`config.mk`:
```
export PLATFORM = sky130hd
export DESIGN_NAME = updown_cnt_arb_flat
export DESIGN_NICKNAME = d
export VERILOG_FILES = /design/src/rtl/updown_cnt_arb_if.sv /design/src/rtl/updown_cnt_arb.sv /design/src/flat_wrapper.sv
export SDC_FILE = /design/constraint.sdc
export NUM_CORES = 1
export LEC_CHECK = 0
export CORE_ASPECT_RATIO = 0.75
export CORE_MARGIN = 1
export CORE_UTILIZATION = 40
export DETAILED_ROUTE_END_ITERATION = 10
export HOLD_SLACK_MARGIN = 0.1
export MAX_ROUTING_LAYER = met4
export PLACE_DENSITY = 0.78
export SLEW_MARGIN = 30
export SYNTH_ARGS = -nofsm -noshare
export SYNTH_HDL_FRONTEND = slang
export SYNTH_SLANG_ARGS = --single-unit
export TNS_END_PERCENT = 50
```
`constraint.sdc`:
```
create_clock -name clk -period 2.5 [get_ports clk]
set_clock_uncertainty 0.1 [all_clocks]
set_input_delay 0.5 -clock clk [delete_from_list [all_inputs] [get_ports clk]]
set_output_delay 0.5 -clock clk [all_outputs]
set_load 0.01 [all_outputs]
```
`src/rtl/updown_cnt_arb_if.sv`:
```
// ---------------------------------------------------------------------------
// updown_cnt_arb_if
//   Bundles the command handshakes of both requesters plus the counter status
//   outputs of updown_cnt_arb.
//   master : requester/control side (drives valid/dir/len/clr, sees the rest)
//   slave  : counter block side
// Signals
//   reqN_valid/dir/len  command from requester N (dir 1 = up)
//   reqN_ready          command accepted this cycle
//   clr                 synchronous clear of q
//   q                   counter value
//   busy                command in progress
//   owner               current or last granted requester
//   done, done_id       one-cycle completion pulse and its requester id
//   sat_hit             previous step was clipped (saturating build only)
// ---------------------------------------------------------------------------
interface updown_cnt_arb_if #(
    parameter int WIDTH = 3,
    parameter int LEN_W = 4
);
    logic             req0_valid;
    logic             req0_dir;
    logic [LEN_W-1:0] req0_len;
    logic             req0_ready;
    logic             req1_valid;
    logic             req1_dir;
    logic [LEN_W-1:0] req1_len;
    logic             req1_ready;
    logic             clr;
    logic [WIDTH-1:0] q;
    logic             busy;
    logic             owner;
    logic             done;
    logic             done_id;
    logic             sat_hit;

    modport master (
        output req0_valid, req0_dir, req0_len,
        output req1_valid, req1_dir, req1_len,
        output clr,
        input  req0_ready, req1_ready,
        input  q, busy, owner, done, done_id, sat_hit
    );

    modport slave (
        input  req0_valid, req0_dir, req0_len,
        input  req1_valid, req1_dir, req1_len,
        input  clr,
        output req0_ready, req1_ready,
        output q, busy, owner, done, done_id, sat_hit
    );
endinterface

```
`src/rtl/updown_cnt_arb.sv`:
```
// ---------------------------------------------------------------------------
// updown_cnt_arb
//   Shared up/down step counter behind a two-requester round-robin command
//   arbiter. A granted command {dir, len} steps q once per clock for len
//   clocks, then raises a one-cycle done pulse tagged with the requester id.
// Ports
//   clk    clock, all logic on posedge
//   rst_n  synchronous reset, active-low
//   bus    updown_cnt_arb_if.slave: both command handshakes, clr, q, busy,
//          owner, done, done_id, sat_hit
// Configuration
//   CNT_SAT_EN  defined  : q saturates at 0 / max, sat_hit flags clipped steps
//               undefined: q wraps modulo 2^WIDTH, sat_hit stays 0
// ---------------------------------------------------------------------------
module updown_cnt_arb #(
    parameter int WIDTH = 3,
    parameter int LEN_W = 4
) (
    input  logic             clk,
    input  logic             rst_n,
    updown_cnt_arb_if.slave  bus
);

    typedef enum logic [1:0] {
        IDLE = 2'd0,
        RUN  = 2'd1,
        DONE = 2'd2
    } state_t;

    state_t           state_q, state_d;
    logic [WIDTH-1:0] q_q, q_d;
    logic [LEN_W-1:0] rem_q, rem_d;
    logic             dir_q, dir_d;
    logic             owner_q, owner_d;
    logic             rr_q, rr_d;        // 0: req0 wins a tie, 1: req1 wins
    logic             sat_hit_q, sat_hit_d;

    logic             gnt_any;
    logic             gnt_id;
    logic [LEN_W-1:0] len_sel;
    logic             rdy0, rdy1;
    logic [WIDTH:0]   step_res;          // {clipped, next q}

    // One counter step; returns {clipped, next value}.
    function automatic logic [WIDTH:0] step_fn(input logic [WIDTH-1:0] cur,
                                               input logic             up);
        logic [WIDTH-1:0] nxt;
        logic             clip;
        clip = 1'b0;
        if (up) nxt = cur + 1'b1;
        else    nxt = cur - 1'b1;
`ifdef CNT_SAT_EN
        if (up && (cur == {WIDTH{1'b1}})) begin
            nxt  = cur;
            clip = 1'b1;
        end else if (!up && (cur == '0)) begin
            nxt  = cur;
            clip = 1'b1;
        end
`endif
        return {clip, nxt};
    endfunction

    // Round-robin: on a tie the pointer decides, a lone valid always wins.
    always_comb begin
        gnt_any = bus.req0_valid | bus.req1_valid;
        gnt_id  = (bus.req0_valid & bus.req1_valid) ? rr_q : bus.req1_valid;
        len_sel = gnt_id ? bus.req1_len : bus.req0_len;
    end

    always_comb begin
        state_d   = state_q;
        q_d       = q_q;
        rem_d     = rem_q;
        dir_d     = dir_q;
        owner_d   = owner_q;
        rr_d      = rr_q;
        sat_hit_d = 1'b0;
        rdy0      = 1'b0;
        rdy1      = 1'b0;
        step_res  = step_fn(q_q, dir_q);

        case (state_q)
            IDLE: begin
                if (gnt_any) begin
                    rdy0    = ~gnt_id;
                    rdy1    = gnt_id;
                    dir_d   = gnt_id ? bus.req1_dir : bus.req0_dir;
                    rem_d   = len_sel;
                    owner_d = gnt_id;
                    rr_d    = ~gnt_id;
                    state_d = (len_sel != '0) ? RUN : DONE;
                end
            end
            RUN: begin
                q_d       = step_res[WIDTH-1:0];
                sat_hit_d = step_res[WIDTH];
                rem_d     = rem_q - 1'b1;
                if (rem_q == {{(LEN_W-1){1'b0}}, 1'b1}) state_d = DONE;
            end
            DONE: begin
                state_d = IDLE;
            end
            default: begin
                state_d = IDLE;
            end
        endcase

        // clr wins over a step; the step slot is still used up by rem above.
        if (bus.clr) begin
            q_d       = '0;
            sat_hit_d = 1'b0;
        end
    end

    always_ff @(posedge clk) begin
        if (!rst_n) begin
            state_q   <= IDLE;
            q_q       <= '0;
            owner_q   <= 1'b0;
            rr_q      <= 1'b0;
            sat_hit_q <= 1'b0;
        end else begin
            state_q   <= state_d;
            q_q       <= q_d;
            owner_q   <= owner_d;
            rr_q      <= rr_d;
            sat_hit_q <= sat_hit_d;
        end
    end

    // Command payload: only read while RUN, which reset leaves.
    always_ff @(posedge clk) begin
        dir_q <= dir_d;
        rem_q <= rem_d;
    end

    assign bus.req0_ready = rdy0;
    assign bus.req1_ready = rdy1;
    assign bus.q          = q_q;
    assign bus.busy       = (state_q != IDLE);
    assign bus.owner      = owner_q;
    assign bus.done       = (state_q == DONE);
    assign bus.done_id    = owner_q;
    assign bus.sat_hit    = sat_hit_q;

endmodule
```
`src/flat_wrapper.sv`:
```
// flat-port wrapper written by rule: the top's interface ports become plain ports
module updown_cnt_arb_flat 
#(
    parameter int WIDTH = 3,
    parameter int LEN_W = 4
)
  (clk, rst_n, bus_req0_valid, bus_req0_dir, bus_req0_len, bus_req1_valid, bus_req1_dir, bus_req1_len, bus_clr, bus_req0_ready, bus_req1_ready, bus_q, bus_busy, bus_owner, bus_done, bus_done_id, bus_sat_hit);
  updown_cnt_arb_if #(.WIDTH(WIDTH), .LEN_W(LEN_W)) bus_i ();
  input  logic clk;
  input  logic rst_n;
  input wire logic [$bits(bus_i.req0_valid)-1:0] bus_req0_valid;
  input wire logic [$bits(bus_i.req0_dir)-1:0] bus_req0_dir;
  input wire logic [$bits(bus_i.req0_len)-1:0] bus_req0_len;
  input wire logic [$bits(bus_i.req1_valid)-1:0] bus_req1_valid;
  input wire logic [$bits(bus_i.req1_dir)-1:0] bus_req1_dir;
  input wire logic [$bits(bus_i.req1_len)-1:0] bus_req1_len;
  input wire logic [$bits(bus_i.clr)-1:0] bus_clr;
  output wire logic [$bits(bus_i.req0_ready)-1:0] bus_req0_ready;
  output wire logic [$bits(bus_i.req1_ready)-1:0] bus_req1_ready;
  output wire logic [$bits(bus_i.q)-1:0] bus_q;
  output wire logic [$bits(bus_i.busy)-1:0] bus_busy;
  output wire logic [$bits(bus_i.owner)-1:0] bus_owner;
  output wire logic [$bits(bus_i.done)-1:0] bus_done;
  output wire logic [$bits(bus_i.done_id)-1:0] bus_done_id;
  output wire logic [$bits(bus_i.sat_hit)-1:0] bus_sat_hit;
  assign bus_i.req0_valid = bus_req0_valid;
  assign bus_i.req0_dir = bus_req0_dir;
  assign bus_i.req0_len = bus_req0_len;
  assign bus_i.req1_valid = bus_req1_valid;
  assign bus_i.req1_dir = bus_req1_dir;
  assign bus_i.req1_len = bus_req1_len;
  assign bus_i.clr = bus_clr;
  assign bus_req0_ready = bus_i.req0_ready;
  assign bus_req1_ready = bus_i.req1_ready;
  assign bus_q = bus_i.q;
  assign bus_busy = bus_i.busy;
  assign bus_owner = bus_i.owner;
  assign bus_done = bus_i.done;
  assign bus_done_id = bus_i.done_id;
  assign bus_sat_hit = bus_i.sat_hit;
  updown_cnt_arb #(.WIDTH(WIDTH), .LEN_W(LEN_W)) u_core (.clk(clk), .rst_n(rst_n), .bus(bus_i));
endmodule
```
-- Word level (Yosys, flattened, before mapping)
Cells that the tools add are included.
- eq/ne operators: 5
- bitwise logic cells: 4
- $add $sub $neg: 3
- reductions and logical operators: 8
- mux-type cells: 14
- operator list (cell ; number):
    2-to-1 mux 4 bit ; 2
    case mux 4 bit (2 select lines) ; 1
    2-to-1 mux 1 bit ; 6
    2-to-1 mux 2 bit ; 3
    AND reduction 2 bit ; 3
    equality test 4 x 1 -> 1 bit, second input constant ; 1
    != test 2 x 1 -> 1 bit, second input constant ; 2
    case mux 2 bit (2 select lines) ; 1
    nonzero test 2 bit ; 2
    nonzero test 4 bit ; 1
    subtractor 4 x 1 -> 4 bit, second input constant ; 1
    adder 3 x 1 -> 3 bit, second input constant ; 1
    2-to-1 mux 3 bit ; 1
    subtractor 3 x 1 -> 3 bit, second input constant ; 1
    equality test 2 x 1 -> 1 bit, second input constant ; 1
    equality test 2 bit, second input constant ; 1
    logical NOT 2 bit ; 1
    NOT 1 bit ; 2
    OR reduction 2 bit ; 1
    AND 1 bit ; 1
    OR 1 bit ; 1
- input port bits: 15
- register bits after elaboration: 12

-- Logic depth before layout (Yosys ltp)
Gate-level depths: netlist of the first run.
- word-level depth: 7
- depth in mapped cells: 5
- gate-level depth less buffers: 5

-- Worst setup path after synthesis of the first run
No wires, ideal clock.
- kind: input to output
- start point: input bus_req0_valid
- end point: output bus_req1_ready
- required time: 1.900 ns
- stages: 4
- data arrival time: 1.020 ns
- setup slack: 0.880 ns
- path through: nand2b_1 -> clkbuf_1 -> nand3_1 -> inv_1
- word-level cells in the longest chain between the ends: 4
- elaborated cells on any way between the ends: 5
- ends and longest elaborated chain (what ; line ; text):
    start: declaration ; flat_wrapper.sv:11 ; input wire logic [$bits(bus_i.req0_valid)-1:0] bus_req0_valid;
    AND 1 bit ; updown_cnt_arb.sv:67 ; gnt_id = (bus.req0_valid & bus.req1_valid) ? rr_q : bus.req1_valid;
    2-to-1 mux 1 bit ; updown_cnt_arb.sv:67 ;
    2-to-1 mux 1 bit (*) ; updown_cnt_arb.sv:85 ; if (gnt_any) begin
    2-to-1 mux 1 bit (*) ; updown_cnt_arb.sv:83 ; case (state_q)
    end: declaration ; flat_wrapper.sv:19 ; output wire logic [$bits(bus_i.req1_ready)-1:0] bus_req1_ready;
Mark *: on every way between the ends. The rest lies on a longest branch, timed or not.

-- Worst setup path after layout of the first run
Same ends and word-level chain as after synthesis.

==> results of run 1 <==
[worst min-delay path by stage]
stage | start | end | slack (ns) | depth (start not counted)
after detailed placement | u_core.bus.done_id$_SDFFE_PN0P_ | u_core.bus.done_id$_SDFFE_PN0P_ | 0.40 | 2
after global routing | u_core.bus.q[2]$_SDFFE_PP0P_ | u_core.bus.q[2]$_SDFFE_PP0P_ | 0.45 | 2
after CTS | u_core.bus.q[2]$_SDFFE_PP0P_ | u_core.bus.q[2]$_SDFFE_PP0P_ | 0.42 | 2
after global placement | u_core.bus.q[2]$_SDFFE_PP0P_ | u_core.bus.q[2]$_SDFFE_PP0P_ | 0.36 | 2
after floorplan | u_core.rr_q$_SDFFE_PN0P_ | u_core.rr_q$_SDFFE_PN0P_ | 0.39 | 1
final | u_core.bus.q[2]$_SDFFE_PP0P_ | u_core.bus.q[2]$_SDFFE_PP0P_ | 0.41 | 2
[metrics by stage]
stage                     cells   util  area [um^2]  hold WS [ns]
final                       133  0.600         1040         0.413
after global routing        133  0.600         1040         0.452
after CTS                   133  0.599         1040         0.421
after detailed placement    129  0.584         1020         0.397
after global placement      129  0.584         1020         0.365
after floorplan              84      -          748         0.385
[layer usage]
metal	track usage	up-vias
li1	-	351
met1	0.221	347
met2	0.381	26
met3	0.0388	0
met4	0.0608	0
met5	-	-
[state kept, by name (all words and copies together) (netlist names)]
signal and count:
u_core.bus.done_id 1, u_core.bus.q 3, u_core.rr_q 1, u_core.state_q 2, u_core.rem_q 4, u_core.dir_q 1
[layout by cell type, fill, tap and decap left out, drive strengths merged, types with 3 or more instances in the layout]
cell type,count
nand3,6
nor3,3
a21oi,5
nand2,3
clkbuf,4
nand2b,3
nor2,6
nor2b,3
dfxtp,7
a31oi,4
inv,8
edfxtp,5
clkdlybuf4s50,22
buf,5
o21ai,6
[cell families (layout without fill, tap and decap cells)]
group	count (synthesis)	after routing
AND/OR/NAND/NOR	30	30
AO/OA/AOI/OAI	21	21
buffers and inverters	13	40
flip-flops	12	12
adder cells (fa/ha/maj)	3	3
XOR/XNOR	3	3
other	1	1
multiplexers	1	1
[critical path, stage by stage]
cell,delay (ns)
clkdlybuf4s50_1,0.45
nand2b_1,0.12
nand3_1,0.14
inv_1,0.09
clkdlybuf4s50_1,0.53
[power breakdown]
group          switching (mW)  total (mW)  internal (mW)
combinational           0.192       0.393          0.201
sequential             0.0615       0.344          0.282
clock                  0.0648       0.127         0.0617
total                   0.318       0.863          0.545
[final cells by class]
cell class,instances,area [um^2]
Multi-Input combinational cell,59,400
Timing Repair Buffer,28,270
Inverter,8,30.0
Tap cell,22,27.5
Clock buffer,4,26.3
Sequential cell,12,290
Fill cell,150,696
==> metrics.csv, run 1 <==
metric;value;unit
outcome;finished clean;
vias;724;
route.detailed.wl_per_inst;14.0;um
startpoint;bus_req0_valid;
dp_worst_setup_slack;0.0866;ns
worst-r2r-setup-slack;0.77;ns
yosys.cell_count.top_type;inv_1;
postSynth.asyncResetShare;0;
placement.io_buffers;23;
unrepaired_setup_endpoints_after_global_routing;false;
overflow;0;
setup_viol;0;
clkSinkCount;12;
setup_total_negative_slack;0;ns
grt_usage;0.203;
ys.flop_type;dfxtp_1;
antenna_cells_inserted;0;
register_to_register_path_depth;5;
critPathCapture;bus_req1_ready;
post-cts-setup-buffers;0;
path_max_fanout;3;
fp.coreArea;1740;um^2
synthCells;84;
worst_setup_path_start_kind;input port;
synth_cell_types;32;
drtPass1Iterations;4;
fin_total_pwr;863;uW
dr.first_iter.drc_count;35;
design.die.area;2050;um^2
route.top_layer_used;met3;
synth_top_area_cell;edfxtp_1;
synthToLayoutAreaGrowth;39.6;%
setup.worst_path.class;in2out;
root_buffer;clkbuf_4;
clock_pin_slew_worst_setup_and_hold_paths;0.07;ns
antenna_violations_before_repair;0;
synthMuxAreaShare;0.0151;
largest_family_of_logic_cells_by_synthesized_area;simple AND/OR/NAND/NOR gates;
irDropWorstVdd;0.471;mV
clk_latency;0.27;ns
max_freq;413;MHz
detail_route.wirelength.met1;824;um
synth_common_cells;8 x inv_1, 7 x dfxtp_1, 6 x nand3_1, 6 x nor2_1, 6 x o21ai_0;
cts_tree;built;
start_util;0.430;
yosys_warnings;0;
clock_path_buffers;2;
boundaryPins;25;
finalWorstSetupSlack;0.0761;ns
final_hold_viol_count;0;
ctsHtreeMaxLevel;1;
rr_startpoint;u_core.rem_q[1]$_DFFE_PP_;
drt_wl_total;1.86;mm
power_density;826;nW/um^2
rows;13;
post_synth_fa_ha_maj_area_fraction;0.0602;
num-nets-final;130;
synth_fp_nets;102;
final_max_slew_viol_count;0;
static-leakage-power;0.433;nW
route.detailed.drc;0;
worst-endpoint-arrival;1.82;ns
route.detailed.vias_per_inst;5.44;
synth_compound_gate_area_share;0.204;
drtAntennaViolNets;0;
drive_gt1_frac;0.108;
place.detailed.hpwl;1.49;mm
die_x;51.9;um
maximum_number_of_pins_on_one_net_before_global_route_repair;11;
routed-wl-met2;943;um
routed-wl-met3;88;um
nature_of_the_critical_path_endpoint;output port;
final_period_util;0.970;
synth_top_cells_by_area;edfxtp_1 20%, dfxtp_1 19%, nand3_1 4.0%;
place.gp.congestion;0.771;
synthSimpleGateAreaFrac;0.216;
die_h;39.5;um
synth_area_per_cell;8.91;um^2
worst_ep_required_time;1.90;ns
vias_in_the_first_global_route;663;
cts.repair.resized;0;
synthDominantCellAreaShare;0.201;
cts-buffers-inserted;3;
reported_max_cap_violation_count;0;
period_needed;2.42;ns
wire_length_of_the_first_global_routing_pass;2.82;mm
cts-hold-fix-buffers;0;
worst_hold_path_type;reg2reg;
syn_area;748;um^2
synth_seq_area_share;0.388;
synth-xor-area-share;0.0351;
synth_seq_cells;12;
timing.rr.end;u_core.state_q[1]$_SDFFE_PN0P_;
synth-edff-count;5;
Note: power is estimated with default switching activity, not from simulation.
==> inputs of run 2 (changes only) <==
--- a/config.mk
+++ b/config.mk
@@ -8,7 +8,9 @@
 export CORE_ASPECT_RATIO = 0.75
 export CORE_MARGIN = 1
 export CORE_UTILIZATION = 40
+export CTS_BUF_LIST = sky130_fd_sc_hd__clkbuf_8
 export DETAILED_ROUTE_END_ITERATION = 10
+export GPL_TIMING_DRIVEN = 1
 export HOLD_SLACK_MARGIN = 0.1
 export MAX_ROUTING_LAYER = met4
 export PLACE_DENSITY = 0.78
==> run 2 against run 1 <==
Effect of this change: combinational power increased by 3%; die area unchanged; first-iteration DRC count decreased by 20%; clock power increased by 42%; global-route usage increased by 2.0 points.
==> metrics.csv, run 2 (synthesis results as in run 1) <==
metric;value;unit
outcome;finished clean;
overflow;0;
antenna_violations_before_repair;0;
placement.io_buffers;23;
worst-endpoint-arrival;1.81;ns
hold-worst-slack;0.410;ns
dp_cells;129;
die_x;51.9;um
dr.first_iter.drc_count;28;
clk_latency;0.24;ns
share_comb_of_total_power;0.435;
route.detailed.vias_per_inst;5.47;
path_max_fanout;3;
power_density;872;nW/um^2
multi_input_combinational_cell_area;400;um^2
hold_path_depth;2;
start_util;0.430;
max_freq;415;MHz
final_util;0.611;
maximum_number_of_pins_on_one_net_before_global_route_repair;11;
cts-hold-fix-buffers;0;
reported_max_cap_violation_count;0;
final_period_util;0.965;
boundaryPins;25;
post_layout_nonfiller_instances;133;
cts-buffers-inserted;3;
static-leakage-power;0.444;nW
cellInternalPower;594;uW
final_hold_viol_count;0;
rr_startpoint;u_core.rem_q[1]$_DFFE_PP_;
clockPowerShare;0.194;
startpoint;bus_req0_valid;
rows;13;
die_h;39.5;um
vias_in_the_first_global_route;676;
hold_start;u_core.bus.q[2]$_SDFFE_PP0P_;
place.detailed.hpwl;1.49;mm
layout_commonest_cell;clkdlybuf4s50_1;
fp.coreArea;1740;um^2
drt_wl_total;1.99;mm
clock_pin_slew_worst_setup_and_hold_paths;0.05;ns
nature_of_the_critical_path_endpoint;output port;
route.detailed.wl_per_inst;14.9;um
seq_power_share;0.371;
cts.repair.resized;0;
nFillCells;145;
period_needed;2.41;ns
antenna_cells_inserted;0;
clock_path_buffers;2;
cts_tree;built;
drtPass1Iterations;4;
setup_viol;0;
netSwitchingPower;334;uW
ctsHtreeMaxLevel;1;
irDropWorstVdd;0.475;mV
clkSinkCount;12;
regArea;290;um^2
setup.worst_path.class;in2out;
setup_total_negative_slack;0;ns
worst_hold_path_type;reg2reg;
route.detailed.drc;0;
grt_usage;0.223;
design.die.area;2050;um^2
place.gp.congestion;0.771;
wire_length_of_the_first_global_routing_pass;3.04;mm
largest_register_ffs;4;
synthToLayoutAreaGrowth;42.1;%
worst_setup_path_start_kind;input port;
register_to_register_path_depth;5;
max_flop_register;u_core.rem_q;
worst_ep_required_time;1.90;ns
drtAntennaViolNets;0;
unrepaired_setup_endpoints_after_global_routing;false;
power_switching_share;0.360;
post-cts-setup-buffers;0;
fin_total_pwr;928;uW
drive_gt1_frac;0.108;
root_buffer;clkbuf_8;
final_max_slew_viol_count;0;
layout.cells.most_common_list;22 x clkdlybuf4s50_1, 9 x inv_1, 7 x dfxtp_1;
num-nets-final;130;
vias;727;
-- run 2: cell count changes in the layout (fill, tap and decap cells not counted), sizes merged --
cell and change:
inv +1, clkbuf -1
-- run 2: final timing paths --
check | end | slack, ns
worst max register to register | u_core.state_q[1]$_SDFFE_PN0P_ | 0.78
worst max-delay path | bus_req1_ready | 0.09
worst min register to register | u_core.bus.q[2]$_SDFFE_PP0P_ | 0.41
worst min-delay path | u_core.bus.q[2]$_SDFFE_PP0P_ | 0.41
-- run 2: metrics by stage --
stage | instance area, um^2 | worst slack, ns
global placement | 1020 | 0.118
global route | 1060 | 0.0374
finish | 1060 | 0.0878
CTS | 1060 | 0.0668
floorplan | 748 | 0.880
detailed placement | 1020 | 0.0866
-- run 2: cell type report --
| type | count | share of cell area |
|---|---|---|
| multi-input combinational | 59 | 0.376 |
| timing repair buffer | 28 | 0.254 |
| clock buffer | 3 | 0.0388 |
| sequential | 12 | 0.273 |
| inverter | 8 | 0.0282 |
| clock inverter | 1 | 0.00353 |
| tap | 22 | 0.0259 |
-- run 2: metal layers --
metal	vias to the layer above	GRT usage	part of all wire
met5	-	-	0
met4	0	0.128	0.029
met3	7	0.0388	0.065
met2	41	0.407	0.50
met1	326	0.233	0.41
li1	353	-	-
-- run 2: worst max-delay path: stages --
cell	delay, ns
clkdlybuf4s50_1	0.44
nand2b_1	0.12
nand3_1	0.14
inv_1	0.08
clkdlybuf4s50_1	0.53
-- run 2: power groups by stage --
stage / clock network, mW / registers, mW / logic (mW)
after floorplan: 0 / 0.341 / 0.236
after global placement: 0 / 0.337 / 0.383
after detailed placement: 0 / 0.348 / 0.391
after CTS: 0.178 / 0.345 / 0.407
after global routing: 0.192 / 0.353 / 0.444
final: 0.180 / 0.344 / 0.404
==> RTL change, RTL diff (config.mk and constraints of run 1) <==
Build with the macro `CNT_SAT_EN` defined.
--- a/src/rtl/updown_cnt_arb.sv
+++ b/src/rtl/updown_cnt_arb.sv
@@ -12,6 +12,8 @@
 //   CNT_SAT_EN  defined  : q saturates at 0 / max, sat_hit flags clipped steps
 //               undefined: q wraps modulo 2^WIDTH, sat_hit stays 0
 // ---------------------------------------------------------------------------
+`define CNT_SAT_EN
+
 module updown_cnt_arb #(
     parameter int WIDTH = 3,
     parameter int LEN_W = 4
Formal check against the unedited RTL: not equivalent (a bounded check fails within 4 cycles, from zero or initial values and one cycle with rst_n low).
==> RTL change against run 1 <==
Worst setup slack worse by 7.7 ps; synthesized area up 8.7%; die area up 8.3%; design area up 7.2%; sequential cell count up 1; power up 1.1%; combinational power down 4%; count of clock-buffer cells in the layout unchanged; wire length down 1.2%; largest power group unchanged; highest routed layer unchanged.
==> RTL change: results (changes against run 1) <==
Post-synthesis adder-cell area fraction - 5.54% (-0.48 points)
LEAKAGE - 0.449 nW (+3.8%)
Post-synthesis mux area share - 2.77% (+1.3 points)
GRT Overall Usage - 19.1% (-1.2 points)
Critical-path maximum fanout - 4 (+1)
Met3 WL - 94 µm (+6.8%)
Post-Synth XOR/XNOR Area - 2.15% (-1.4 points)
Count of cell types in the netlist - 33 (+3.1%)
Synth Net Count - 109 (+6.9%)
Comb_multi_in - 65 (+10%)
Initial drt markers - 24 (-31%)
Worst ir drop on vdd - 0.437 mV (-7.2%)
GR Layer Usage met3 - 6.67% (+2.8 points)
Fillers - 153 (+2.0%)
Final Wtd Congestion - 0.846 (+9.6%)
Clk cell area share - 2.35% (-0.17 points)
First-pass GRT wire length - 2750 µm (-2.4%)
Max reg flops - 4 (unchanged)
Commonest cells in the netlist - 9 x inv_1, 8 x dfxtp_1, 7 x nor2_1, 7 x o21ai_0, 6 x nand3_1
Vias in the first global route - 642 (-3.2%)
Delay of the slowest cell on the worst path - 520 ps
Largest net degree at the start of global routing - 13 (+2)
Sequential cell area share - 27.7% (-0.075 points)
Synth Area in Compound Gates - 20.3% (-0.094 points)
Number of diodes - 0 (unchanged)
Final Instance Area - 0.00112 mm² (+7.2%)
Drt via density - 5.45 (about the same)
Metal2 WL - 923 µm (-2.1%)
Crit path arrival time - 1830 ps
Met2 track demand over resource - 32.4% (-5.7 points)
Reg-to-Reg Start - u_core.dir_q
M1 wire length - 816 µm (-0.97%)
Routed len/inst - 13.0 µm (-6.8%)
Relative slew slack - 72.3%
Layout non-clock buf frac - 24.4% (-1.5 points)
Met1 usage - 21.5% (-0.61 points)
Asr flop ratio synth - 0% (unchanged)
Hold_sp - u_core.bus.done_id
Multi-input gate area - 449 µm² (+12%)
Seq cells - 13 (+1)
Max clock buf depth - 2 (unchanged)
Status - completed
Largest cells by area after synthesis - dfxtp_1 20%, edfxtp_1 18%, o21ai_0 4.3%
Count of input and output buffers - 24 (+4.3%)
Inverter count - 9 (+1)
-- RTL change: worst max-delay path, delay by kind of cell --
kind | cells | cell delay, ps
buffers and inverters | 3 | 1040
AND/OR/NAND/NOR | 2 | 290
-- RTL change: power breakdown --
group          switching [W]  total, W  leakage, nW  internal, W
registers          0.0000718  0.000369        0.116     0.000298
clock network      0.0000656  0.000127       0.0150    0.0000618
logic               0.000180  0.000376        0.318     0.000196
total               0.000317  0.000873        0.449     0.000555
-- RTL change: through the flow --
step,instances,utilization [%],worst slack (ps)
3_3_place_gp,137,59.9,70.7
6_report,141,61.5,68.4
5_1_grt,141,61.5,24.4
4_1_cts,141,61.3,5.60
2_1_floorplan,91,-,784
3_5_place_dp,137,59.9,24.4
-- RTL change: worst paths after layout --
check,endpoint,slack (ps),cells past startpoint
max,bus_req1_ready,70,5
min,u_core.bus.done_id,400,2
max reg2reg,u_core.bus.q[2],660,5
min reg2reg,u_core.bus.done_id,400,2
